[src/rtl/sync_fifo.sv]
// ============================================================================
// Module      : sync_fifo
// Description : Single-clock parametrised FIFO with exact occupancy count,
//               programmable almost-full / almost-empty flags, sticky
//               overflow / underflow error flags and an optional
//               first-word-fall-through read mode.
// Build macro : SYNC_FIFO_FWFT_EN - when defined, rdata shows the head word
//               combinationally; when undefined, rdata is registered and
//               updates on the edge that accepts a read.
// Revision    : 1.0 - initial release
// ============================================================================
`default_nettype none

module sync_fifo #(
   parameter int DSIZE     = 8,
   parameter int ASIZE     = 4,
   parameter int AFULL_TH  = 12,
   parameter int AEMPTY_TH = 2
) (
   input  logic             clk,
   input  logic             rst,
   input  logic             winc,
   input  logic [DSIZE-1:0] wdata,
   output logic             wfull,
   output logic             walmost_full,
   input  logic             rinc,
   output logic [DSIZE-1:0] rdata,
   output logic             rempty,
   output logic             ralmost_empty,
   output logic [ASIZE:0]   count,
   output logic             overflow,
   output logic             underflow
);

   localparam int             c_cw      = ASIZE + 1;
   localparam int             c_depth_n = 2 ** ASIZE;
   localparam logic [ASIZE:0] c_depth   = c_cw'(c_depth_n);
   localparam logic [ASIZE:0] c_afull   = c_cw'(AFULL_TH);
   localparam logic [ASIZE:0] c_aempty  = c_cw'(AEMPTY_TH);

   // Threshold legality is checked at elaboration; there is no fallback.
   if (AFULL_TH < 1 || AFULL_TH > c_depth_n) begin : g_chk_afull
      $error("sync_fifo: AFULL_TH=%0d outside 1..%0d", AFULL_TH, c_depth_n);
   end
   if (AEMPTY_TH < 0 || AEMPTY_TH > c_depth_n - 1) begin : g_chk_aempty
      $error("sync_fifo: AEMPTY_TH=%0d outside 0..%0d", AEMPTY_TH, c_depth_n - 1);
   end

   // Storage is never cleared; entries outside [rptr, wptr) are unreachable.
   logic [DSIZE-1:0] mem [c_depth_n];

   logic [ASIZE:0] wptr_q, wptr_d;
   logic [ASIZE:0] rptr_q, rptr_d;
   logic [ASIZE:0] count_q, count_d;
   logic           wfull_q, wfull_d;
   logic           walmost_full_q, walmost_full_d;
   logic           rempty_q, rempty_d;
   logic           ralmost_empty_q, ralmost_empty_d;
   logic           overflow_q, overflow_d;
   logic           underflow_q, underflow_d;
   logic           wr_acc;
   logic           rd_acc;

   // Acceptance, pointer/count update and next-state flags, all derived from
   // the registered flags so there is no same-cycle bypass.
   always_comb begin
      wr_acc          = winc && !wfull_q;
      rd_acc          = rinc && !rempty_q;
      wptr_d          = wptr_q + c_cw'(wr_acc);
      rptr_d          = rptr_q + c_cw'(rd_acc);
      count_d         = count_q + c_cw'(wr_acc) - c_cw'(rd_acc);
      wfull_d         = (count_d == c_depth);
      walmost_full_d  = (count_d >= c_afull);
      rempty_d        = (count_d == '0);
      ralmost_empty_d = (count_d <= c_aempty);
      overflow_d      = overflow_q  | (winc && wfull_q);
      underflow_d     = underflow_q | (rinc && rempty_q);
   end

   // Control state register; reset discards all content and clears errors.
   always_ff @(posedge clk) begin
      if (rst) begin
         wptr_q          <= '0;
         rptr_q          <= '0;
         count_q         <= '0;
         wfull_q         <= 1'b0;
         walmost_full_q  <= 1'b0;
         rempty_q        <= 1'b1;
         ralmost_empty_q <= 1'b1;
         overflow_q      <= 1'b0;
         underflow_q     <= 1'b0;
      end else begin
         wptr_q          <= wptr_d;
         rptr_q          <= rptr_d;
         count_q         <= count_d;
         wfull_q         <= wfull_d;
         walmost_full_q  <= walmost_full_d;
         rempty_q        <= rempty_d;
         ralmost_empty_q <= ralmost_empty_d;
         overflow_q      <= overflow_d;
         underflow_q     <= underflow_d;
      end
   end

   // Memory write port; writes are suppressed while reset is held.
   always_ff @(posedge clk) begin
      if (!rst && wr_acc) begin
         mem[wptr_q[ASIZE-1:0]] <= wdata;
      end
   end

`ifdef SYNC_FIFO_FWFT_EN
   // Head word is presented combinationally; meaningless while empty.
   always_comb begin
      rdata = mem[rptr_q[ASIZE-1:0]];
   end
`else
   logic [DSIZE-1:0] rdata_q, rdata_d;

   // Registered read data holds until the next accepted read.
   always_comb begin
      rdata_d = rd_acc ? mem[rptr_q[ASIZE-1:0]] : rdata_q;
   end

   // Read data register, cleared by reset.
   always_ff @(posedge clk) begin
      if (rst) begin
         rdata_q <= '0;
      end else begin
         rdata_q <= rdata_d;
      end
   end

   assign rdata = rdata_q;
`endif

   assign wfull         = wfull_q;
   assign walmost_full  = walmost_full_q;
   assign rempty        = rempty_q;
   assign ralmost_empty = ralmost_empty_q;
   assign count         = count_q;
   assign overflow      = overflow_q;
   assign underflow     = underflow_q;

endmodule

`default_nettype wire

[config.mk]
export PLATFORM = sky130hd
export DESIGN_NAME = sync_fifo
export DESIGN_NICKNAME = d
export VERILOG_FILES = /design/src/rtl/sync_fifo.sv
export SDC_FILE = /design/constraint.sdc
export NUM_CORES = 1
export LEC_CHECK = 0
export ABC_CLOCK_PERIOD_IN_PS = 2200
export CORE_UTILIZATION = 45
export CTS_CLUSTER_SIZE = 40
export DETAILED_ROUTE_END_ITERATION = 7
export GPL_TIMING_DRIVEN = 0
export PLACE_DENSITY_LB_ADDON = 0.12
export SLEW_MARGIN = 20
export SYNTH_ARGS = -nofsm -noshare
export SYNTH_HDL_FRONTEND = slang
export SYNTH_SLANG_ARGS = --single-unit
[constraint.sdc]
create_clock -name clk -period 2.2 [get_ports clk]
set_clock_uncertainty 0.15 [all_clocks]
set_input_delay 0.33 -clock clk [delete_from_list [all_inputs] [get_ports clk]]
set_output_delay 0.33 -clock clk [all_outputs]
set_load 0.01 [all_outputs]
Word level (Yosys, flattened, before mapping)
Memory sizes are Yosys's and may differ from the RTL's. A register that Yosys moved wholly into a read port is not among the register bits.
Index checks and enable logic that the tools add are counted.
{"block": "word_totals", "input_bits": 12, "mem_bits_rw": 128, "output_inout_bits": 19, "ff_bits": 21, "wordCells": 30, "n_memories": 1}
{"name": "mem", "words": 16, "word_bits": 8, "rd": 1, "rd_ports_with_merged_regs": 1, "wr": 1, "line": "50", "source": "logic [DSIZE-1:0] mem [c_depth_n];"}
{"block": "classes", "bitwise": 2, "order_cmp": 2, "eq_ne": 1, "reduce_logical": 9, "n_addsub": 4, "muxes": 2}
{"op": "$add 5x1->5", "n": 3}
{"op": "$eq 5x5->1 const B", "n": 1}
{"op": "$ge 5x4->1 const B", "n": 1}
{"op": "$le 5x2->1 const B", "n": 1}
{"op": "$logic_and 1x1->1", "n": 5}
{"op": "$logic_not 5->1", "n": 1}
{"op": "$sub 5x1->5", "n": 1}
{"op": "$logic_not 1->1", "n": 3}
{"op": "$mux 1", "n": 2}
{"op": "$or 1x1->1", "n": 2}

Depth between registers and ports, before layout
Gate-level depths: netlist (run 1).
{"block": "logic_depth", "ltp_word": 5, "depth_mapped": 9, "depth_no_buf": 8}

Worst setup path before layout (run 1)
OpenSTA, ideal clock, no wires.
{"block": "synth_timing", "path_type": "reg2reg", "from": "reg wfull_q, in the netlist wfull", "to": "mem mem[0][0] (enable)", "setup_time_ps": 383, "n_path_buf": 0, "arrival_ps": 1801, "slack_ps": -135, "required_ps": 1667, "period_less_slack_ps": 2335, "path_stages_with_launch": 4, "path_cell_list": "dfxtp_1 -> or3b_2 -> or3_1 -> nor3_1"}
{"block": "synth_via", "elab_chain_cells": 5}
{"element": "start, declared", "line": "55", "source": "logic wfull_q, wfull_d;"}
{"element": "start signal, assigned", "line": "96", "source": "wfull_q <= wfull_d;"}
{"element": "$logic_not 1->1", "line": "67", "source": "wr_acc = winc && !wfull_q;"}
{"element": "$logic_and 1x1->1", "line": "67"}
{"element": "$logic_and 1x1->1", "line": "107", "source": "if (!rst && wr_acc) begin"}
{"element": "$mux 1", "line": "107"}
{"element": "$mux 1 (implied by the code)", "line": "108", "source": "mem[wptr_q[ASIZE-1:0]] <= wdata;"}
{"element": "end, declared", "line": "50"}
No other way between the ends.

Final worst setup path (run 1)
{"block": "layout_timing", "from": "in rst", "to": "mem mem[14][6] (enable)"}
{"block": "layout_via", "elab_chain_cells": 4}
{"element": "start, declared", "line": "21", "source": "input logic rst,"}
{"element": "$logic_not 1->1", "line": "107"}
{"element": "$logic_and 1x1->1", "line": "107"}
{"element": "$mux 1", "line": "107"}
{"element": "$mux 1 (implied by the code)", "line": "108"}
No other way between the ends.

==> out/metrics.yaml, run 1 <==
final_nets: 432
clockBufferDepth: 2
antenna_found_initial: 0
vias: 3180
place_inst: 556
path_clk_slew_ns: 0.06
yosysTopAreaCell: "edfxtp_1"
overflow: 0
setup_ws_ns: -0.00858
cts_tree: "yes"
clk_latency_ns: 0.42
finalSetupViolations: 8
start_util_pct: 46.1
synth_fp_nets: 368
routedWlPerCell_um: 20.2
p_sw_uw: 1910
grt_max_degree: 17
slew_violations: 0
routed_wl_um: 12100
rsz0062_at_grt: "true"
num_rows: 42
netlist_area_mm2: 0.00608
hold_depth: 3
synth_top_area_share_pct: 63.2
top_usage_layer: "met2"
end_kind: "register"
seqPwrFrac_pct: 43.9
path_buf_inv: 1
synth.yosys.seq_area_share_pct: 72.1
dieArea_mm2: 0.0140
critical_path_class: "input port to register"
hold_viol_final: 0
grt_pass1_wl_um: 18400
gp_congestion: 0.724
drive_gt1_share_pct: 22.1
synth_seq_cells: 155
cp_slowest_stage_delay_ns: 0.53
grtUsageMet2_pct: 29.9
vias_per_cell: 5.29
drt_iter0_drc: 300
hp-class: "input port to register"
syn_to_final_growth_pct: 23.1
slew_headroom_pct: 46.7
crit_required_ns: 2.10
cts_htree_levels: 4
cp-start-kind: "input port"
async_flop_share_pct: 0
n_antenna_cell: 0
timing.hold.ws_ns: 0.136
internal_power_uw: 5880
io_buffers: 30
syn_area_per_cell_um2: 17.5
drt-pass1-iter-count: 4
use_met1_pct: 24.4
synth_cell_type_count: 40
drtAntennaViolNets: 0
clkSinkCount: 155
violations: "setup timing"
syn_inst: 348
ys_top_cells_by_area: "edfxtp_1 (63%), dfxtp_1 (8.9%), mux2i_1 (5.9%)"
ios: 31
critPathTopFamily: "simple AND/OR/NAND/NOR gates"
drcViolationCount: 0
combPwrFrac_pct: 19.7
worst_r2r_path_depth: 4
grt_pass1_vias: 3122
numCtsBuffers: 17
critPathArrivalTime_ns: 2.10
yosys_most_used_dff: "edfxtp_1"
power_density_mw_per_mm2: 1040
cap_violations: 0
period_share_pct: 100
crit_chain: "clkdlybuf4s50_1, or3b_2, nor2_1, nand2_1, nor2_2"
final.min_clock_period_ns: 2.21
synth_edf_count: 128
cp_num_cells: 5
p_leak_uw: 0.00245
fmaxAchievable_mhz: 453
grt.total_usage_pct: 18.7
die_y_um: 118
grt_use_met3_pct: 4.10
hpwl_um: 7820
worstPathMaxFanout: 8
outcome: "complete, but fails checks"
ys_warn_count: 0
coreArea_mm2: 0.0132
fin_util_pct: 56.8
cts_root_buffer: "clkbuf_16"
clkPwrFrac_pct: 36.4
pre_cts_ws_ns: -0.903
max-vdd-ir-drop_v: 0.000798
fp.dieW_um: 118
crit_slowest_cell: "nor2_2"
tightest_slew_ns: 0.796
fin_cells: 601
power.share.switching_pct: 24.6
==> layer usage <==
metal,up-vias,wire length [um]
li1,1498,-
met1,1626,5500
met2,46,6130
met3,10,384
met4,0,130
met5,-,0
==> power groups by stage <==
stage | combinational [uW] | sequential [uW] | clock [uW]
after floorplan | 762 | 3520 | 0
after global placement | 1260 | 3480 | 0
after detailed placement | 1280 | 3490 | 0
after CTS | 1420 | 3430 | 2870
after global routing | 1660 | 3440 | 3000
final | 1530 | 3420 | 2840
==> worst min-delay path, cell delays in order <==
cell	delay (ns)
dlygate4sd2_1	0.21
a21oi_1	0.06
nor2_1	0.07
==> synth_stat cells, types with 7 or more instances <==
library cell / instances
ha_1: 7
clkbuf_1: 7
edfxtp_1: 128
mux2i_1: 36
dfxtp_1: 27
mux4_2: 10
o21ai_0: 7
mux4_1: 8
nor2_1: 26
nor2b_1: 8
a32oi_1: 7
a22oi_1: 14
==> cell type report <==
type | count | area (um2)
Buffer | 17 | 114
Clock buffer | 22 | 444
Clock inverter | 10 | 125
Fill cell | 1028 | 5700
Inverter | 6 | 22.5
Multi-Input combinational cell | 170 | 1730
Sequential cell | 155 | 4390
Tap cell | 176 | 220
Timing Repair Buffer | 45 | 448
==> stage by stage <==
stage               total power (uW)  setup TNS (ns)  area, um2
floorplan                       4280               0       6090
global placement                4740          -84.64       6620
detailed placement              4760          -75.60       6650
CTS                             7720          -0.280       7400
global route                    8110           -2.36       7490
finish                          7800         -0.0495       7490
==> logic make-up after synthesis <==
group,Yosys count,synth area share [%]
muxes,55,13.3
DFF,155,72.1
buffers and inverters,23,2.06
AOI/OAI and AO/OA,39,4.61
and+or+nand+nor,58,4.67
xor gates and xnor gates,10,1.44
adders and majority gates,8,1.77
==> worst paths after layout <==
check,startpoint,to,slack [ns]
max,rst,mem[14][6]$_DFFE_PP_,-0.009
min,rinc,underflow$_SDFF_PP0_,0.14
max reg2reg,wfull$_SDFF_PP0_,mem[14][6]$_DFFE_PP_,0
min reg2reg,overflow$_SDFF_PP0_,overflow$_SDFF_PP0_,0.32
==> cell usage in the layout, fill, tap and decap left out, types with 8 or more instances in the layout <==
cell,Yosys,routed
edfxtp_1,128,128
clkdlybuf4s50_1,0,28
buf_4,1,13
nor2_2,0,8
mux2i_1,36,36
mux4_2,10,10
mux4_1,8,8
dfxtp_1,27,26
nor2_1,26,13
clkbuf_16,0,17
a22oi_1,14,14
clkbuf_1,7,10
==> flip-flops by register name, indices dropped and copies added (netlist names) <==
| name | count |
|---|---|
| underflow | 1 |
| wptr_q | 4 |
| ralmost_empty | 1 |
| rempty | 1 |
| mem | 128 |
| wfull | 1 |
| walmost_full | 1 |
| overflow | 1 |
| rptr_q | 4 |
| rdata | 8 |
| count | 5 |
==> repair_timing <==
item	in CTS	in global routing
setup endpoints to repair	97	75
setup buffers	9	4
hold buffers	0	0
pin swaps	12	8
resized for setup	26	11
Power figures use the tool's default switching activity.
==> inputs of run 2 (changes only) <==
--- a/config.mk
+++ b/config.mk
@@ -7,7 +7,6 @@
 export LEC_CHECK = 0
 export ABC_CLOCK_PERIOD_IN_PS = 2200
 export CORE_UTILIZATION = 45
-export CTS_CLUSTER_SIZE = 40
 export DETAILED_ROUTE_END_ITERATION = 7
 export GPL_TIMING_DRIVEN = 0
 export PLACE_DENSITY_LB_ADDON = 0.12
==> results of run 2 <==
The final DEF is identical to that of run 1; final timing and power are the same.
==> inputs of run 3 (changes only) <==
--- a/config.mk
+++ b/config.mk
@@ -9,7 +9,6 @@
 export CORE_UTILIZATION = 45
 export DETAILED_ROUTE_END_ITERATION = 7
 export GPL_TIMING_DRIVEN = 0
-export PLACE_DENSITY_LB_ADDON = 0.12
 export SLEW_MARGIN = 20
 export SYNTH_ARGS = -nofsm -noshare
 export SYNTH_HDL_FRONTEND = slang
==> run 3 against run 2 <==
Compared with the run above: the run now ends clean; via count up 0.69%; setup slack improved by 0.015 ns; core utilization is 0.11 points higher; worst hold slack gained 0.015 ns; maximum frequency is 0.69% higher; non-clock buffer count increased by 1; cell count is 0.17% higher.
==> out/metrics.yaml, run 3 (same netlist as run 1, synthesis figures left out) <==
ios: 31  # unchanged
layout_common_cells: "edfxtp_1 (128), mux2i_1 (36), clkdlybuf4s50_1 (28)"
final_nets: 433  # +0.23%
critical_path_class: "input port to register"
largest_reg_flops: 128  # unchanged
grt_max_degree: 17  # unchanged
period_share_pct: 99.7  # -0.69 points
die_y_um: 118  # unchanged
p_leak_uw: 0.00247  # +1.1%
num_rows: 42  # unchanged
slew_violations: 0  # unchanged
routedWlPerCell_um: 21.1  # +4.4%
drtAntennaViolNets: 0  # unchanged
grt_pass1_vias: 3263  # +4.5%
gp_congestion: 0.729  # +0.62%
crit_required_ns: 2.18  # +0.08 ns
fmaxAchievable_mhz: 456  # +0.69%
coreArea_mm2: 0.0132  # unchanged
drive_gt1_share_pct: 23.0  # +0.89 points
rsz0062_at_grt: "true"
routed_wl_um: 12700  # +4.6%
cts_tree: "yes"
cts_root_buffer: "clkbuf_16"
layout_commonest_cell: "edfxtp_1"
stdcell_area_mm2: 0.00750  # +0.20%
vias: 3202  # +0.69%
fin_cells: 602  # +0.17%
io_buffers: 30  # unchanged
critPathArrivalTime_ns: 2.17  # +0.07 ns
overflow: 0  # unchanged
cts_htree_levels: 4  # unchanged
path_clk_slew_ns: 0.06  # about the same
antenna_found_initial: 0  # unchanged
clkSinkCount: 155  # unchanged
start_util_pct: 46.1  # unchanged
max-vdd-ir-drop_v: 0.000529  # -34%
dieArea_mm2: 0.0140  # unchanged
n_antenna_cell: 0  # unchanged
setup_tns_ns: 0  # +0.0495 ns
end_kind: "register"
fp.dieW_um: 118  # unchanged
drcViolationCount: 0  # unchanged
place_area_mm2: 0.00665  # +0.11%
finalPower_uw: 7960  # +2.1%
r2r_setup_slack_ns: 0.007  # about the same
finalSetupViolations: 0  # -8
clockBufferDepth: 2  # unchanged
place_inst: 557  # +0.18%
tightest_slew_ns: 0.730  # -0.0665 ns
syn_to_final_growth_pct: 23.4
worstPathMaxFanout: 8  # unchanged
outcome: "finished, final reports clean"
slew_headroom_pct: 51.2  # +4.4 points
power_density_mw_per_mm2: 1060  # +1.9%
holdBufCountCts: 0  # unchanged
clk_latency_ns: 0.41  # about the same
cp-start-kind: "input port"
cap_violations: 0  # unchanged
numCtsBuffers: 17  # unchanged
timing.hold.ws_ns: 0.150  # +0.0146 ns
final.min_clock_period_ns: 2.19  # -0.0151 ns
grt_pass1_wl_um: 19100  # +3.5%
hold_viol_final: 0  # unchanged
hpwl_um: 8000  # +2.4%
vias_per_cell: 5.32  # +0.52%
drt-pass1-iter-count: 4  # unchanged
hp-class: "input port to register"
grt.total_usage_pct: 19.3  # +0.58 points
drt_iter0_drc: 232  # -23%
## run 3: cell types whose count changed in the layout (fill, tap and decap cells not counted), moves of 2 or more
cell	previous run	this run
clkinv_4	0	2
buf_4	13	16
nor3_4	3	1
clkbuf_1	10	6
nor3_2	1	3
## run 3: final timing paths
kind | startpoint | end | cells past startpoint
max reg2reg | rempty$_SDFF_PP1_ | wfull$_SDFF_PP0_ | 8
max | rst | mem[0][1]$_DFFE_PP_ | 5
min reg2reg | rdata[4]$_SDFFE_PP0P_ | rdata[4]$_SDFFE_PP0P_ | 2
min | rinc | underflow$_SDFF_PP0_ | 3
## run 3: area by class of cell
type                    instances  area (um2)
well taps                     176         220
clock inverters                14         178
repair buffers                 47         463
fillers                      1001        5690
multi-input cells             170        1700
flip-flops and latches        155        4390
inverters                       6        22.5
plain buffers                  16         103
clock buffers                  18         429
## run 3: through the flow
stage | utilization (%) | setup WS (ns)
floorplan | - | 0.0113
detailed placement | 50.4 | -0.873
global placement | 50.2 | -1.09
CTS | 56.5 | -0.0744
finish | 56.9 | 0.00654
global route | 56.9 | -0.0816
## run 3: critical path, cell delays in order
cell	delay [ns]
clkdlybuf4s50_1	0.43
or3b_2	0.48
or3_1	0.50
nor3_4	0.26
buf_12	0.16
## run 3: timing repair
item / CTS / global route
pin swaps: 10 / 10
cloned: 0 / 0
setup buffers: 11 / 3
gates resized for setup: 22 / 8
endpoints found under the setup margin: 90 / 64
## run 3: report_power, final
part           switching (uW)  internal, uW
clock network            1100          1880
registers                 101          3340
logic                     755           784
total                    1950          6010
## run 3: per-layer routing
layer	GRT usage, %	vias to the layer above	share of wire (%)
met5	0	-	0
met4	6.57	0	1.4
met3	4.05	16	3.7
met2	32.2	60	52
met1	25.1	1631	43
li1	-	1495	-
